<file path="config.mk">
export PLATFORM = sky130hd
export DESIGN_NAME = updownstream_scheduler_flat
export DESIGN_NICKNAME = d
export VERILOG_FILES = /design/src/rtl/updownstream_scheduler_pkg.sv /design/src/rtl/updownstream_scheduler_if.sv /design/src/rtl/updownstream_scheduler_cmd_fifo.sv /design/src/rtl/updownstream_scheduler.sv /design/src/flat_wrapper.sv
export SDC_FILE = /design/constraint.sdc
export NUM_CORES = 1
export LEC_CHECK = 0
export BUFFER_PORTS_ARGS = -buffer_cell sky130_fd_sc_hd__buf_4
export CORE_ASPECT_RATIO = 2
export CORE_MARGIN = 5
export CORE_UTILIZATION = 52
export DETAILED_ROUTE_END_ITERATION = 10
export GPL_TIMING_DRIVEN = 0
export PLACE_DENSITY = 0.75
export SYNTH_ARGS = -nofsm -noshare
export SYNTH_HDL_FRONTEND = slang
export SYNTH_SLANG_ARGS = --single-unit
</file>
<file path="constraint.sdc">
create_clock -name clk -period 3.42 [get_ports clk]
set_input_delay 0.171 -clock clk [delete_from_list [all_inputs] [get_ports clk]]
set_output_delay 0.171 -clock clk [all_outputs]
set_load 0.02 [all_outputs]
</file>
<file path="src/rtl/updownstream_scheduler_pkg.sv">
// Shared types for the order-processor scheduler.
//   cpu_cmd_t  : CPU command {new_max, client_id, amount}
//   exch_cmd_t : exchange cancellation {client_id, amount}
//   sched_state_t : issue FSM states
//   src_t      : requester identity used by the arbiter
package updownstream_pkg;

  localparam int unsigned CLIENT_ID_W = 5;
  localparam int unsigned CPU_AMT_W   = 32;
  localparam int unsigned EXCH_AMT_W  = 16;

  typedef struct packed {
    logic                   new_max;
    logic [CLIENT_ID_W-1:0] client_id;
    logic [CPU_AMT_W-1:0]   amount;
  } cpu_cmd_t;

  typedef struct packed {
    logic [CLIENT_ID_W-1:0] client_id;
    logic [EXCH_AMT_W-1:0]  amount;
  } exch_cmd_t;

  typedef enum logic [1:0] {
    IDLE,
    HOLD,
    GAP
  } sched_state_t;

  typedef enum logic {
    SRC_CPU,
    SRC_EXCH
  } src_t;

  // Round-robin choice on a tie: grant whoever did not win last time.
  function automatic src_t rr_pick(input src_t last);
    return (last == SRC_CPU) ? SRC_EXCH : SRC_CPU;
  endfunction

endpackage

</file>
<file path="src/rtl/updownstream_scheduler_if.sv">
// Request/issue bundle between the request sources, the scheduler and the
// order processor.
//   slave  : scheduler view (takes requests, drives ready/issue/status)
//   master : source/processor view (drives requests, observes the rest)
interface updownstream_scheduler_if;
  import updownstream_pkg::*;

  // CPU request channel
  logic                   cpu_req_valid;
  logic                   cpu_req_ready;
  logic                   cpu_req_new_max;
  logic [CLIENT_ID_W-1:0] cpu_req_client_id;
  logic [CPU_AMT_W-1:0]   cpu_req_amount;

  // Exchange request channel
  logic                   exch_req_valid;
  logic                   exch_req_ready;
  logic [CLIENT_ID_W-1:0] exch_req_client_id;
  logic [EXCH_AMT_W-1:0]  exch_req_amount;

  // Issue to the processor
  logic                   cpu_go;
  logic                   cpu_new_max;
  logic [CLIENT_ID_W-1:0] cpu_client_id;
  logic [CPU_AMT_W-1:0]   cpu_amount;
  logic                   exchange_go;
  logic [CLIENT_ID_W-1:0] exchange_client_id;
  logic [EXCH_AMT_W-1:0]  exchange_amount;

  // Status
  logic                   busy;
  logic [15:0]            cpu_issued_cnt;
  logic [15:0]            exch_issued_cnt;

  modport slave (
    input  cpu_req_valid, cpu_req_new_max, cpu_req_client_id, cpu_req_amount,
    input  exch_req_valid, exch_req_client_id, exch_req_amount,
    output cpu_req_ready, exch_req_ready,
    output cpu_go, cpu_new_max, cpu_client_id, cpu_amount,
    output exchange_go, exchange_client_id, exchange_amount,
    output busy, cpu_issued_cnt, exch_issued_cnt
  );

  modport master (
    output cpu_req_valid, cpu_req_new_max, cpu_req_client_id, cpu_req_amount,
    output exch_req_valid, exch_req_client_id, exch_req_amount,
    input  cpu_req_ready, exch_req_ready,
    input  cpu_go, cpu_new_max, cpu_client_id, cpu_amount,
    input  exchange_go, exchange_client_id, exchange_amount,
    input  busy, cpu_issued_cnt, exch_issued_cnt
  );

endinterface

</file>
<file path="src/rtl/updownstream_scheduler_cmd_fifo.sv">
// Small synchronous command FIFO with registered full flag.
//   clk, rst  : clock, asynchronous active-high reset
//   i_push    : write request (ignored while o_full)
//   i_data    : write payload
//   i_pop     : read request (ignored while o_empty); o_data is the head
//   o_data    : current head entry
//   o_full    : registered from next occupancy, so a same-cycle pop never
//               lowers it early; held high during reset
//   o_empty   : occupancy is zero (no bypass from a same-cycle push)
module updownstream_cmd_fifo #(
  parameter int unsigned W     = 8,
  parameter int unsigned DEPTH = 4
) (
  input  logic         clk,
  input  logic         rst,
  input  logic         i_push,
  input  logic [W-1:0] i_data,
  input  logic         i_pop,
  output logic [W-1:0] o_data,
  output logic         o_full,
  output logic         o_empty
);

  localparam int unsigned AW = $clog2(DEPTH);

  logic [W-1:0]  r_mem [DEPTH];
  logic [AW-1:0] r_wr_ptr;
  logic [AW-1:0] r_rd_ptr;
  logic [AW:0]   r_count;
  logic [AW:0]   w_count_nxt;
  logic          r_full;
  logic          w_push;
  logic          w_pop;

  assign o_empty = (r_count == '0);
  assign o_full  = r_full;
  assign o_data  = r_mem[r_rd_ptr];
  assign w_push  = i_push && !r_full;
  assign w_pop   = i_pop && !o_empty;

  always_comb begin
    w_count_nxt = r_count;
    if (w_push && !w_pop) begin
      w_count_nxt = r_count + 1'b1;
    end else if (!w_push && w_pop) begin
      w_count_nxt = r_count - 1'b1;
    end
  end

  // Full resets high so the source sees ready low while reset is applied;
  // it drops at the first clock after release.
  always_ff @(posedge clk or posedge rst) begin
    if (rst) begin
      r_wr_ptr <= '0;
      r_rd_ptr <= '0;
      r_count  <= '0;
      r_full   <= 1'b1;
    end else begin
      if (w_push) r_wr_ptr <= r_wr_ptr + 1'b1;
      if (w_pop)  r_rd_ptr <= r_rd_ptr + 1'b1;
      r_count <= w_count_nxt;
      r_full  <= (w_count_nxt == (AW+1)'(DEPTH));
    end
  end

  always_ff @(posedge clk) begin
    if (w_push) r_mem[r_wr_ptr] <= i_data;
  end

endmodule

</file>
<file path="src/rtl/updownstream_scheduler.sv">
// Shares the upstream/downstream order processor between the CPU (new max /
// order amounts) and the exchange (cancellations). Each source is buffered
// in its own FIFO; one command at a time is issued as a go pulse held for
// HOLD_CYCLES, followed by GAP_CYCLES with both go outputs low.
//   clk, rst : clock, asynchronous active-high reset
//   sif      : updownstream_scheduler_if.slave (request channels with
//              ready, issued go/payload outputs, busy, issue counters)
// Build option: EXCH_PRIORITY_EN -- when defined, the exchange wins every
// tie; otherwise ties are resolved round-robin.
module updownstream_scheduler
  import updownstream_pkg::*;
#(
  parameter int unsigned DEPTH       = 4,
  parameter int unsigned HOLD_CYCLES = 4,
  parameter int unsigned GAP_CYCLES  = 4
) (
  input logic                      clk,
  input logic                      rst,
  updownstream_scheduler_if.slave  sif
);

  localparam int unsigned CNT_MAX = (HOLD_CYCLES > GAP_CYCLES) ? HOLD_CYCLES : GAP_CYCLES;
  localparam int unsigned CW      = (CNT_MAX > 1) ? $clog2(CNT_MAX) : 1;

  sched_state_t r_state;
  sched_state_t w_state_nxt;
  logic [CW-1:0] r_cnt;
  logic [CW-1:0] w_cnt_nxt;

  cpu_cmd_t  w_cpu_in;
  cpu_cmd_t  w_cpu_head;
  exch_cmd_t w_exch_in;
  exch_cmd_t w_exch_head;
  logic      w_cpu_full;
  logic      w_cpu_empty;
  logic      w_exch_full;
  logic      w_exch_empty;
  logic      w_cpu_pop;
  logic      w_exch_pop;

  logic      w_issue;
  src_t      w_grant;
  src_t      w_tie_grant;

  cpu_cmd_t    r_cpu_cmd;
  exch_cmd_t   r_exch_cmd;
  logic        r_cpu_go;
  logic        r_exch_go;
  logic [15:0] r_cpu_issued_cnt;
  logic [15:0] r_exch_issued_cnt;

  // ---------------------------------------------------------------------
  // Request FIFOs
  // ---------------------------------------------------------------------
  assign w_cpu_in  = {sif.cpu_req_new_max, sif.cpu_req_client_id, sif.cpu_req_amount};
  assign w_exch_in = {sif.exch_req_client_id, sif.exch_req_amount};

  updownstream_cmd_fifo #(
    .W     ($bits(cpu_cmd_t)),
    .DEPTH (DEPTH)
  ) u_cpu_fifo (
    .clk     (clk),
    .rst     (rst),
    .i_push  (sif.cpu_req_valid),
    .i_data  (w_cpu_in),
    .i_pop   (w_cpu_pop),
    .o_data  (w_cpu_head),
    .o_full  (w_cpu_full),
    .o_empty (w_cpu_empty)
  );

  updownstream_cmd_fifo #(
    .W     ($bits(exch_cmd_t)),
    .DEPTH (DEPTH)
  ) u_exch_fifo (
    .clk     (clk),
    .rst     (rst),
    .i_push  (sif.exch_req_valid),
    .i_data  (w_exch_in),
    .i_pop   (w_exch_pop),
    .o_data  (w_exch_head),
    .o_full  (w_exch_full),
    .o_empty (w_exch_empty)
  );

  assign sif.cpu_req_ready  = !w_cpu_full;
  assign sif.exch_req_ready = !w_exch_full;

  // ---------------------------------------------------------------------
  // Arbitration
  // ---------------------------------------------------------------------
`ifdef EXCH_PRIORITY_EN
  // Cancellations win every tie; no rotation state is kept.
  assign w_tie_grant = SRC_EXCH;
`else
  src_t r_last_grant;

  // Reset to EXCH so the CPU wins the first tie.
  always_ff @(posedge clk or posedge rst) begin
    if (rst) begin
      r_last_grant <= SRC_EXCH;
    end else if (w_issue) begin
      r_last_grant <= w_grant;
    end
  end

  assign w_tie_grant = rr_pick(r_last_grant);
`endif

  always_comb begin
    w_grant = SRC_CPU;
    if (!w_cpu_empty && !w_exch_empty) begin
      w_grant = w_tie_grant;
    end else if (w_exch_empty) begin
      w_grant = SRC_CPU;
    end else begin
      w_grant = SRC_EXCH;
    end
  end

  assign w_cpu_pop  = w_issue && (w_grant == SRC_CPU);
  assign w_exch_pop = w_issue && (w_grant == SRC_EXCH);

  // ---------------------------------------------------------------------
  // Issue FSM
  // ---------------------------------------------------------------------
  always_ff @(posedge clk or posedge rst) begin
    if (rst) begin
      r_state <= IDLE;
      r_cnt   <= '0;
    end else begin
      r_state <= w_state_nxt;
      r_cnt   <= w_cnt_nxt;
    end
  end

  always_comb begin
    w_state_nxt = r_state;
    w_cnt_nxt   = r_cnt;
    w_issue     = 1'b0;
    case (r_state)
      IDLE: begin
        if (!w_cpu_empty || !w_exch_empty) begin
          w_issue     = 1'b1;
          w_state_nxt = HOLD;
          w_cnt_nxt   = CW'(HOLD_CYCLES - 1);
        end
      end
      HOLD: begin
        if (r_cnt == '0) begin
          w_state_nxt = GAP;
          w_cnt_nxt   = CW'(GAP_CYCLES - 1);
        end else begin
          w_cnt_nxt = r_cnt - 1'b1;
        end
      end
      GAP: begin
        if (r_cnt == '0) begin
          w_state_nxt = IDLE;
        end else begin
          w_cnt_nxt = r_cnt - 1'b1;
        end
      end
      default: begin
        w_state_nxt = IDLE;
        w_cnt_nxt   = '0;
      end
    endcase
  end

  // ---------------------------------------------------------------------
  // Issued payload, go strobes and counters
  // ---------------------------------------------------------------------
  always_ff @(posedge clk or posedge rst) begin
    if (rst) begin
      r_cpu_go          <= 1'b0;
      r_exch_go         <= 1'b0;
      r_cpu_cmd         <= '0;
      r_exch_cmd        <= '0;
      r_cpu_issued_cnt  <= '0;
      r_exch_issued_cnt <= '0;
    end else begin
      if (w_issue) begin
        r_cpu_go  <= (w_grant == SRC_CPU);
        r_exch_go <= (w_grant == SRC_EXCH);
        // Only the granted side's payload moves; the other holds.
        if (w_grant == SRC_CPU) begin
          r_cpu_cmd        <= w_cpu_head;
          r_cpu_issued_cnt <= r_cpu_issued_cnt + 16'd1;
        end else begin
          r_exch_cmd        <= w_exch_head;
          r_exch_issued_cnt <= r_exch_issued_cnt + 16'd1;
        end
      end else if (r_state == HOLD && r_cnt == '0) begin
        r_cpu_go  <= 1'b0;
        r_exch_go <= 1'b0;
      end
    end
  end

  assign sif.cpu_go             = r_cpu_go;
  assign sif.cpu_new_max        = r_cpu_cmd.new_max;
  assign sif.cpu_client_id      = r_cpu_cmd.client_id;
  assign sif.cpu_amount         = r_cpu_cmd.amount;
  assign sif.exchange_go        = r_exch_go;
  assign sif.exchange_client_id = r_exch_cmd.client_id;
  assign sif.exchange_amount    = r_exch_cmd.amount;
  assign sif.cpu_issued_cnt     = r_cpu_issued_cnt;
  assign sif.exch_issued_cnt    = r_exch_issued_cnt;
  assign sif.busy               = (r_state != IDLE) || !w_cpu_empty || !w_exch_empty;

endmodule

</file>
<file path="src/flat_wrapper.sv">
// flat-port wrapper written by rule: the top's interface ports become plain ports
module updownstream_scheduler_flat import updownstream_pkg::*;
#(
  parameter int unsigned DEPTH       = 4,
  parameter int unsigned HOLD_CYCLES = 4,
  parameter int unsigned GAP_CYCLES  = 4
)
  (clk, rst, sif_cpu_req_valid, sif_cpu_req_new_max, sif_cpu_req_client_id, sif_cpu_req_amount, sif_exch_req_valid, sif_exch_req_client_id, sif_exch_req_amount, sif_cpu_req_ready, sif_exch_req_ready, sif_cpu_go, sif_cpu_new_max, sif_cpu_client_id, sif_cpu_amount, sif_exchange_go, sif_exchange_client_id, sif_exchange_amount, sif_busy, sif_cpu_issued_cnt, sif_exch_issued_cnt);
  updownstream_scheduler_if sif_i ();
  input logic clk;
  input logic rst;
  input wire logic [$bits(sif_i.cpu_req_valid)-1:0] sif_cpu_req_valid;
  input wire logic [$bits(sif_i.cpu_req_new_max)-1:0] sif_cpu_req_new_max;
  input wire logic [$bits(sif_i.cpu_req_client_id)-1:0] sif_cpu_req_client_id;
  input wire logic [$bits(sif_i.cpu_req_amount)-1:0] sif_cpu_req_amount;
  input wire logic [$bits(sif_i.exch_req_valid)-1:0] sif_exch_req_valid;
  input wire logic [$bits(sif_i.exch_req_client_id)-1:0] sif_exch_req_client_id;
  input wire logic [$bits(sif_i.exch_req_amount)-1:0] sif_exch_req_amount;
  output wire logic [$bits(sif_i.cpu_req_ready)-1:0] sif_cpu_req_ready;
  output wire logic [$bits(sif_i.exch_req_ready)-1:0] sif_exch_req_ready;
  output wire logic [$bits(sif_i.cpu_go)-1:0] sif_cpu_go;
  output wire logic [$bits(sif_i.cpu_new_max)-1:0] sif_cpu_new_max;
  output wire logic [$bits(sif_i.cpu_client_id)-1:0] sif_cpu_client_id;
  output wire logic [$bits(sif_i.cpu_amount)-1:0] sif_cpu_amount;
  output wire logic [$bits(sif_i.exchange_go)-1:0] sif_exchange_go;
  output wire logic [$bits(sif_i.exchange_client_id)-1:0] sif_exchange_client_id;
  output wire logic [$bits(sif_i.exchange_amount)-1:0] sif_exchange_amount;
  output wire logic [$bits(sif_i.busy)-1:0] sif_busy;
  output wire logic [$bits(sif_i.cpu_issued_cnt)-1:0] sif_cpu_issued_cnt;
  output wire logic [$bits(sif_i.exch_issued_cnt)-1:0] sif_exch_issued_cnt;
  assign sif_i.cpu_req_valid = sif_cpu_req_valid;
  assign sif_i.cpu_req_new_max = sif_cpu_req_new_max;
  assign sif_i.cpu_req_client_id = sif_cpu_req_client_id;
  assign sif_i.cpu_req_amount = sif_cpu_req_amount;
  assign sif_i.exch_req_valid = sif_exch_req_valid;
  assign sif_i.exch_req_client_id = sif_exch_req_client_id;
  assign sif_i.exch_req_amount = sif_exch_req_amount;
  assign sif_cpu_req_ready = sif_i.cpu_req_ready;
  assign sif_exch_req_ready = sif_i.exch_req_ready;
  assign sif_cpu_go = sif_i.cpu_go;
  assign sif_cpu_new_max = sif_i.cpu_new_max;
  assign sif_cpu_client_id = sif_i.cpu_client_id;
  assign sif_cpu_amount = sif_i.cpu_amount;
  assign sif_exchange_go = sif_i.exchange_go;
  assign sif_exchange_client_id = sif_i.exchange_client_id;
  assign sif_exchange_amount = sif_i.exchange_amount;
  assign sif_busy = sif_i.busy;
  assign sif_cpu_issued_cnt = sif_i.cpu_issued_cnt;
  assign sif_exch_issued_cnt = sif_i.exch_issued_cnt;
  updownstream_scheduler #(.DEPTH(DEPTH), .HOLD_CYCLES(HOLD_CYCLES), .GAP_CYCLES(GAP_CYCLES)) u_core (.clk(clk), .rst(rst), .sif(sif_i));
endmodule
</file>
# Word-level counts from Yosys, hierarchy flattened
# Memories as Yosys holds them, arrays and structs flattened. A register that Yosys moved wholly into a read port is not among the register bits.
# Index checks and enable logic that the tools add are counted.
totals:
  n_memories: 2
  elab_cells: 94
  out_inout_bits: 96
  mem_bits_rw: 236
  input_bits: 63
  reg_bits: 55
memory_table:
  columns: ["name", "words", "width", "rd", "rd_clocked_by_memory_dff", "write_ports", "line_no", "source"]
  rows:
  - ["u_core.u_cpu_fifo.r_mem", 4, 38, 1, 1, 1, "updownstream_scheduler_cmd_fifo.sv:26", "logic [W-1:0] r_mem [DEPTH];"]
  - ["u_core.u_exch_fifo.r_mem", 4, 21, 1, 1, 1, "updownstream_scheduler_cmd_fifo.sv:26", null]
op_classes:
  reduce_logical: 33
  n_eq_ne: 8
  n_addsub: 11
  n_mux: 24
  bitwise: 1
ops:
  columns: ["op", "count"]
  rows:
  - ["adder 16 x 1 -> 16 bit, second input constant", 2]
  - ["logical AND 1 bit", 12]
  - ["two-way mux 1 bit", 12]
  - ["two-way mux 2 bit", 6]
  - ["two-way mux 3 bit", 4]
  - ["one-hot mux 2 bit (3 select lines)", 2]
  - ["adder 2 x 1 -> 2 bit, second input constant", 4]
  - ["logical NOT 1 bit", 8]
  - ["adder 3 x 1 -> 3 bit, second input constant", 2]
  - ["== test 3 bit, second input constant", 2]
  - ["logical NOT 3 bit", 2]
  - ["!= test 2 x 1 -> 1 bit, second input constant", 3]
  - ["AND reduction 2 bit", 3]
  - ["subtractor 3 x 1 -> 3 bit, second input constant", 2]
  - ["logical NOT 2 bit", 2]
  - ["nonzero test 2 bit", 2]
  - ["logical OR 1 bit", 3]
  - ["AND reduction 3 bit", 1]
  - ["== test 2 x 1 -> 1 bit, second input constant", 1]
  - ["== test 2 bit, second input constant", 1]
  - ["!= test 2 bit, second input constant", 1]
  - ["subtractor 2 x 1 -> 2 bit, second input constant", 1]
  - ["inverter 1 bit", 1]

# Longest topological paths before layout
# Gate-level depths: netlist of run 1.
logic_depth:
  ltp_word: 11
  mapped_depth: 9
  mapped_depth_nobuf: 7

# Modules after synthesis
# A second synthesis of run 1 with hierarchy kept.
unflattened:
  cells_unflattened: 752
  hier_area_um2: 13685.6
modules_own_cells:
  columns: ["mod", "n_inst", "area_per_inst_um2", "cells_per_inst", "seq_area_each_um2"]
  rows:
  - ["updownstream_cmd_fifo at u_core.u_cpu_fifo", 1, 6058.3, 252, 4765.8]
  - ["updownstream_scheduler", 1, 4007.6, 336, 2453.6]
  - ["updownstream_cmd_fifo at u_core.u_exch_fifo", 1, 3619.7, 164, 2723.9]

# Least setup slack after synthesis of run 1
# No wires, ideal clock.
synth_path:
  path_kind: "flip-flop to flip-flop"
  start: "register u_core.u_cpu_fifo.r_full (netlist: u_core.u_cpu_fifo.o_full)"
  end: "memory u_core.u_cpu_fifo.r_mem[0][0] in the netlist's numbering, enable pin"
  required_time_ps: 3021
  setup_slack_ps: 1238
  setup_ps: 399
  t_arrival_ps: 1783
  stages_incl_launch_ff: 4
  path_buffers: 1
  period_less_slack_ps: 2182
  cell_sequence: "dfstp_2 nor2b_1 clkbuf_1 and2_1"
synth_between:
  elab_chain_len: 4
synth_rtl:
  columns: ["element", "line_no", "source"]
  rows:
  - ["start, declared", "updownstream_scheduler_cmd_fifo.sv:31", "logic r_full;"]
  - ["start signal, assigned", "updownstream_scheduler_cmd_fifo.sv:62", "r_full <= (w_count_nxt == (AW+1)'(DEPTH));"]
  - ["logical NOT 1 bit", "updownstream_scheduler_cmd_fifo.sv:38", "assign w_push = i_push && !r_full;"]
  - ["logical AND 1 bit", "updownstream_scheduler_cmd_fifo.sv:38", null]
  - ["two-way mux 1 bit", "updownstream_scheduler_cmd_fifo.sv:67", "if (w_push) r_mem[r_wr_ptr] <= i_data;"]
  - ["two-way mux 1 bit (not written as such)", "updownstream_scheduler_cmd_fifo.sv:67", null]
  - ["end, declared", "updownstream_scheduler_cmd_fifo.sv:26", null]
# Every way passes these cells.

# Worst setup path in the final report of run 1
layout_path:
  start: "register u_core.u_cpu_fifo.r_count[0]"
  end: "output sif_busy"
layout_between:
  elab_chain_len: 4
layout_rtl:
  columns: ["element", "line_no", "source"]
  rows:
  - ["start, declared", "updownstream_scheduler_cmd_fifo.sv:29", "logic [AW:0] r_count;"]
  - ["start signal, assigned", "updownstream_scheduler_cmd_fifo.sv:61", "r_count <= w_count_nxt;"]
  - ["logical NOT 3 bit", "updownstream_scheduler_cmd_fifo.sv:35", "assign o_empty = (r_count == '0);"]
  - ["logical NOT 1 bit", "updownstream_scheduler.sv:210", "assign sif.busy = (r_state != IDLE) || !w_cpu_empty || !w_exch_empty;"]
  - ["logical OR 1 bit (2 in a row)", "updownstream_scheduler.sv:210", null]
  - ["end, declared", "flat_wrapper.sv:28", "output wire logic [$bits(sif_i.busy)-1:0] sif_busy;"]
# Every way passes these cells.

==> flow_metrics.tcl, run 1 <==
set metrics [dict create \
    fin_crit_ps 2370 \
    wl_met3_um 1030 \
    overflow 0 \
    crit_start "u_core.u_cpu_fifo.r_count[0]" \
    vias_per_cell 5.23 \
    die_y_um 238 \
    cts_buffers 29 \
    place_area_um2 15200 \
    cp-end-kind "output port" \
    hold_viol_final 0 \
    r2r_slack_ps 1180 \
    synth_edf_count 236 \
    grt_use_total_pct 18.8 \
    final_layout_size_suffix_gt1_share_pct 30.3 \
    slowest_stage "nor4bb_1" \
    p_leak_nw 6.58 \
    wire_per_inst_um 19.1 \
    drtIter0Drc 369 \
    critPathMaxFanout 5 \
    grt_max_degree 79 \
    cts.htree.levels 1 \
    crit_family "simple AND/OR/NAND/NOR gates" \
    criticalPathCategory "register to output port" \
    fp-row-count 83 \
    grt_pass1_wl_um 42600 \
    ioPinCount 159 \
    fin_area_um2 16800 \
    worstMarginPinSlew_ps 1130 \
    reg2reg_to "u_core.sif.exchange_amount[15]" \
    drc 0 \
    synth-main-ff-cell "edfxtp_1" \
    fin_nets 1108 \
    crit_arrival_ps 2200 \
    grt_pass1_vias 7925 \
    synth_warnings 0 \
    cts_tree "built" \
    die_w_um 124 \
    netlist_area_um2 13500 \
    yosysSeqAreaShare_pct 73.8 \
    max_freq_ghz 0.422 \
    setup_viol 0 \
    synth.net_count 854 \
    cts_buffer_depth 3 \
    dieArea_um2 29400 \
    cts.repair.resized 0 \
    fin_cells 1392 \
    r2r-start "u_core.u_exch_fifo.r_count[0]" \
    antenna_found_initial 0 \
    antenna_left 0 \
    portBuffers 158 \
    top_layer "met4" \
    ir_drop_mv 0.612 \
    place_hpwl_um 17700 \
    core_um2 25700 \
    syn_to_final_growth_pct 24.5 \
    synth_seq_cells 350 \
    cp.depth 5 \
    crit_path_cell_trace "inv_1 -> ha_1 -> nor4bb_1 -> nand2_1 -> buf_4" \
    cp-endpoint "sif_busy" \
    dp_cells 1277 \
    syn_inst 774 \
    cp.required_ps 3250 \
    outcome "finished, final reports clean" \
    clk_pin_slew_worst_paths_ps 70 \
    synth-async-reset-ratio_pct 32.6 \
    insertion_delay_ps 560 \
    synth_cell_types 49 \
    dr_total_vias 7274 \
    wl_met2_um 15400 \
    fin_tns_setup_ps 0 \
    skew_ps 16.2 \
    cellPowerDensity_nw_per_um2 836 \
    avgSynthCellArea_um2 17.4 \
    max_stage_delay_ps 450 \
    maxCapViolCount 0 \
    met1_length_um 9480 \
    initial_core_util_pct 52.5 \
    rsz0062_at_grt "false" \
    critPathLaunchType "register" \
    layout_worst_path_cycle_share_pct 69.2 \
    cts-root-buf "clkbuf_16" \
    hp-class "input port to register" \
    first_pass_iters 4 \
    drt_wl_total_um 26600 \
    gp_congestion 0.764 \
    drv_slew 0 \
    slew_headroom_pct 24.4 \
    r2r_cells 7 \
    critPathBufInv 2 \
    cts_sinks 350 \
]
-- worst min path at each step --
stage / from / endpoint / slack, ps / cells after the start
3_3_place_gp: sif_cpu_req_amount[23] / u_core.u_cpu_fifo.r_mem[2][23] / 370 / 1
6_report: sif_exch_req_valid / u_core.u_exch_fifo.r_count[1] / 140 / 5
2_1_floorplan: sif_cpu_req_amount[0] / u_core.u_cpu_fifo.r_mem[0][0] / 270 / 0
3_5_place_dp: rst / u_core.sif.exchange_amount[8] / 200 / 2
4_1_cts: sif_exch_req_valid / u_core.u_exch_fifo.r_count[1] / 90 / 5
5_1_grt: sif_exch_req_valid / u_core.u_exch_fifo.r_count[1] / 160 / 5
-- cells in the final DEF (no fill, tap or decap), types with 3 or more instances in the layout --
master / Yosys / final
dfstp_2: 3 / 3
clkinv_2: 0 / 4
a21oi_1: 4 / 4
xnor2_1: 31 / 31
nand2_1: 148 / 148
buf_16: 0 / 5
and3_1: 3 / 3
clkbuf_1: 16 / 27
nand3_1: 8 / 8
nand4_1: 10 / 10
nand2b_1: 3 / 3
and2_1: 11 / 7
o21ai_0: 6 / 6
ha_1: 17 / 17
dlygate4sd3_1: 0 / 60
mux2_2: 22 / 22
edfxtp_1: 236 / 236
nor2_1: 10 / 10
buf_4: 4 / 162
and2_2: 0 / 4
inv_1: 18 / 17
buf_2: 10 / 10
dfrtp_1: 111 / 111
mux4_2: 59 / 59
bufinv_16: 0 / 3
xor2_1: 10 / 10
clkbuf_16: 0 / 29
-- per-layer routing --
metal  vias up  GRT usage [%]
li1       3366              -
met1      3728           20.9
met2       140           35.5
met3        40           2.67
met4         0           6.49
met5         -              0
-- worst reg2reg max path: cells and delay by family, from the launching register on --
| family | cells | cell delay, ps |
|---|---|---|
| AO/OA/AOI/OAI | 1 | 370 |
| adder cells (fa/ha/maj) | 1 | 210 |
| buffers and inverters | 3 | 530 |
| flip-flops | 1 | 430 |
| multiplexers | 1 | 380 |
| AND/OR/NAND/NOR | 1 | 190 |
-- flip-flops by register name, indices dropped and copies added, names as in the netlist, 3 cells and up --
| name | count |
|---|---|
| u_core.sif.cpu_issued_cnt | 16 |
| u_core.u_exch_fifo.r_mem | 84 |
| u_core.sif.exch_issued_cnt | 16 |
| u_core.sif.exchange_amount | 16 |
| u_core.u_cpu_fifo.r_count | 3 |
| u_core.u_exch_fifo.r_count | 3 |
| u_core.sif.cpu_amount | 32 |
| u_core.u_cpu_fifo.r_mem | 152 |
| u_core.sif.exchange_client_id | 5 |
| u_core.sif.cpu_client_id | 5 |
-- what timing repair did --
action | CTS | global route
endpoints found under the hold margin | 272 | 0
setup buffers | 0 | 0
hold buffers | 60 | 0
-- cell usage after synthesis (2+ instances only) --
master / instances / area share (%)
a21o_1: 2 / 0.11
a21oi_1: 4 / 0.15
and2_1: 11 / 0.51
and3_1: 3 / 0.14
and4_1: 2 / 0.13
buf_2: 10 / 0.37
buf_4: 4 / 0.22
clkbuf_1: 16 / 0.45
dfrtp_1: 111 / 21
dfstp_2: 3 / 0.59
edfxtp_1: 236 / 53
ha_1: 17 / 1.6
inv_1: 18 / 0.50
mux2_2: 22 / 1.8
mux4_2: 59 / 9.9
nand2_1: 148 / 4.1
nand2b_1: 3 / 0.14
nand3_1: 8 / 0.30
nand4_1: 10 / 0.46
nor2_1: 10 / 0.28
nor2b_1: 2 / 0.093
nor3_1: 2 / 0.074
nor4_1: 2 / 0.093
o21ai_0: 6 / 0.22
o31ai_1: 2 / 0.11
xnor2_1: 31 / 2.0
xor2_1: 10 / 0.65
-- cell type report --
class                           instances  area, µm²
Inverter                               18       72.6
Clock buffer                           41        781
Sequential cell                       350       9940
Multi-Input combinational cell        375       3310
Tap cell                              340        425
Buffer                                 31        151
Clock inverter                         13        151
Timing Repair Buffer                  223       1920
Fill cell                            1781       8890
Antenna cell                            1       2.50
-- cells by family after synthesis --
logic type,count (synthesis),share of synthesized area (%)
flip-flops,350,73.8
AND/OR/NAND/NOR,211,7.14
multiplexers,82,11.8
buffers and inverters,49,1.63
XOR/XNOR,41,2.67
AO/OA/AOI/OAI,24,1.39
adder cells (fa/ha/maj),17,1.58
-- power by group --
group          switching, mW  leakage (nW)  internal (mW)
Combinational           2.49          2.54           2.10
Sequential             0.501          3.59           5.66
Clock                   1.45         0.452           1.83
Total                   4.44          6.58           9.58
-- per-stage QoR --
| step | hold WS, ps | setup WS (ps) | total power, mW | util, % |
|---|---|---|---|---|
| 3_3_place_gp | 370 | -1620 | 10.6 | 58.8 |
| 5_1_grt | 158 | 837 | 14.8 | 65.3 |
| 6_report | 138 | 1050 | 14.0 | 65.4 |
| 3_5_place_dp | 199 | 1190 | 10.9 | 59.4 |
| 4_1_cts | 88.2 | 970 | 14.2 | 65.3 |
| 2_1_floorplan | 270 | 238 | 9.16 | - |
No activity file was read; power rests on OpenSTA's default activity.
==> inputs of run 2 (changes only) <==
Settings changed: CORE_UTILIZATION 52 to 58, PLACE_DENSITY 0.75 to 0.79.
Clock period 3.42 ns to 2.35 ns, I/O delays scaled along.
==> run 2 against run 1 <==
Clock skew rose by 6.6 ps. Global-route usage rose by 2.9 points. Utilization grew 7.0 points. Sequential cell count unchanged. Die area decreased by 9.7%. Total power increased by 47%. Sequential power rose by 46%. Critical path type is now register to register.
==> flow_metrics.tcl, run 2 (synthesized netlist as in run 1, its figures left out) <==
set metrics [dict create \
    final_layout_size_suffix_gt1_share_pct 31.1 \
    criticalPathCategory "register to register" \
    grt_pass1_vias 8300 \
    dr_total_vias 7486 \
    insertion_delay_ps 560 \
    outcome "finished, final reports clean" \
    cts_buffer_depth 3 \
    ioPinCount 159 \
    wire_per_inst_um 21.2 \
    antenna_left 0 \
    cts_sinks 350 \
    vias_per_cell 5.60 \
    place_hpwl_um 17700 \
    multiInputGateArea_um2 3330 \
    regArea_um2 9940 \
    rsz0062_at_grt "false" \
    cts_buffers 29 \
    fin_crit_ps 2250 \
    fin_nets 1110 \
    crit_arrival_ps 2740 \
    overflow 0 \
    layout_common_cells "236 x edfxtp_1, 162 x buf_4, 148 x nand2_1" \
    skew_ps 22.8 \
    setup_ws_ps 100 \
    initial_core_util_pct 58.2 \
    p_leak_nw 6.61 \
    cp.required_ps 2840 \
    fin_hold_ws_ps 72.8 \
    post-route-util_pct 72.4 \
    fp-row-count 79 \
    antennaDiodeCount 0 \
    grt_max_degree 40 \
    hold_viol_final 0 \
    fill_cells 1425 \
    post-cts-setup-buffers 0 \
    dieArea_um2 26600 \
    ir_drop_mv 0.946 \
    portBuffers 158 \
    largest_register_ffs 152 \
    max_freq_ghz 0.444 \
    critPathMaxFanout 10 \
    grt_use_total_pct 21.7 \
    maxCapViolCount 0 \
    cellPowerDensity_nw_per_um2 1230 \
    drtIter0Drc 454 \
    syn_to_final_growth_pct 24.3 \
    layout_commonest_cell "edfxtp_1" \
    fin_cells 1336 \
    setup_viol 0 \
    cts-root-buf "clkbuf_16" \
    dp_cells 1222 \
    die_w_um 118 \
    antenna_found_initial 0 \
    regMostFlops "u_core.u_cpu_fifo.r_mem" \
    critPathLaunchType "register" \
    drv_slew 0 \
    core_um2 23100 \
    cp-end-kind "register" \
    finalPower_mw 20.6 \
    worstMarginPinSlew_ps 1150 \
    die_y_um 226 \
    cts.htree.levels 1 \
    first_pass_iters 4 \
    cts_tree "built" \
    drt_wl_total_um 28300 \
    r2r_slack_ps 100 \
    dp_slack_ps 155 \
    grt_pass1_wl_um 45400 \
    slew_headroom_pct 23.5 \
    gp_congestion 0.736 \
    layout_worst_path_cycle_share_pct 95.7 \
    clk_pin_slew_worst_paths_ps 70 \
    drc 0 \
    hp-class "input port to register" \
]
run 2: changes by cell type in the layout (fill, tap and decap cells not counted), moves of 2 or more:
cell,previous run,this run
buf_12,0,5
buf_16,5,2
clkbuf_1,27,20
clkbuf_8,1,3
clkinv_2,4,7
run 2: per-layer routing:
metal,track usage [%],vias to the layer above,part of all wire (%)
met3,3.69,55,5.4
met5,0,-,0
met1,24.4,3829,34
met4,6.96,0,2.9
met2,41.4,242,58
li1,-,3360,-
run 2: path summary, 6_finish.rpt:
check	endpoint	depth (start not counted)	start
worst max-delay path	u_core.sif.cpu_amount[13]	8	u_core.u_exch_fifo.r_count[0]
worst min-delay path	u_core.u_exch_fifo.r_count[1]	5	sif_exch_req_valid
worst max register to register	u_core.sif.cpu_amount[13]	8	u_core.u_exch_fifo.r_count[0]
worst min register to register	u_core.sif.exch_issued_cnt[15]	1	u_core.sif.exch_issued_cnt[15]
max in group asynchronous	u_core.sif.exchange_amount[8]	6	rst
min in group asynchronous	u_core.sif.cpu_amount[14]	3	rst
run 2: per-stage QoR:
| stage | setup TNS [ps] | instance area, µm² |
|---|---|---|
| after floorplan | 0 | 13500 |
| final | 0 | 16700 |
| after CTS | 0 | 16700 |
| after global placement | -110490 | 15000 |
| after detailed placement | 0 | 15200 |
| after global routing | 0 | 16700 |
run 2: power breakdown:
| group | internal, mW | switching, mW |
|---|---|---|
| clock network | 2.70 | 2.17 |
| registers | 8.24 | 0.777 |
| logic | 3.06 | 3.69 |
run 2: what timing repair did:
| item | 4_1_cts | 5_1_grt |
|---|---|---|
| endpoints found under the setup margin | 1 | 7 |
| hold buffers | 60 | 0 |
| resized for setup | 1 | 3 |
| hold endpoints to repair | 278 | 0 |
run 2: worst max-delay path, stage by stage, from the launching register on:
cell	delay [ps]
dfrtp_1	430
inv_1	100
ha_1	220
nor2b_2	190
o211ai_2	200
buf_4	240
clkbuf_1	530
nand2_1	160
nand2_1	110
run 2: area by class of cell:
| class | count | area share [%] |
|---|---|---|
| Timing Repair Buffer | 225 | 11.6 |
| Buffer | 31 | 0.911 |
| Tap cell | 283 | 2.11 |
| Inverter | 18 | 0.426 |
| Multi-Input combinational cell | 375 | 19.9 |
| Clock inverter | 17 | 1.02 |
| Clock buffer | 37 | 4.69 |
| Sequential cell | 350 | 59.4 |
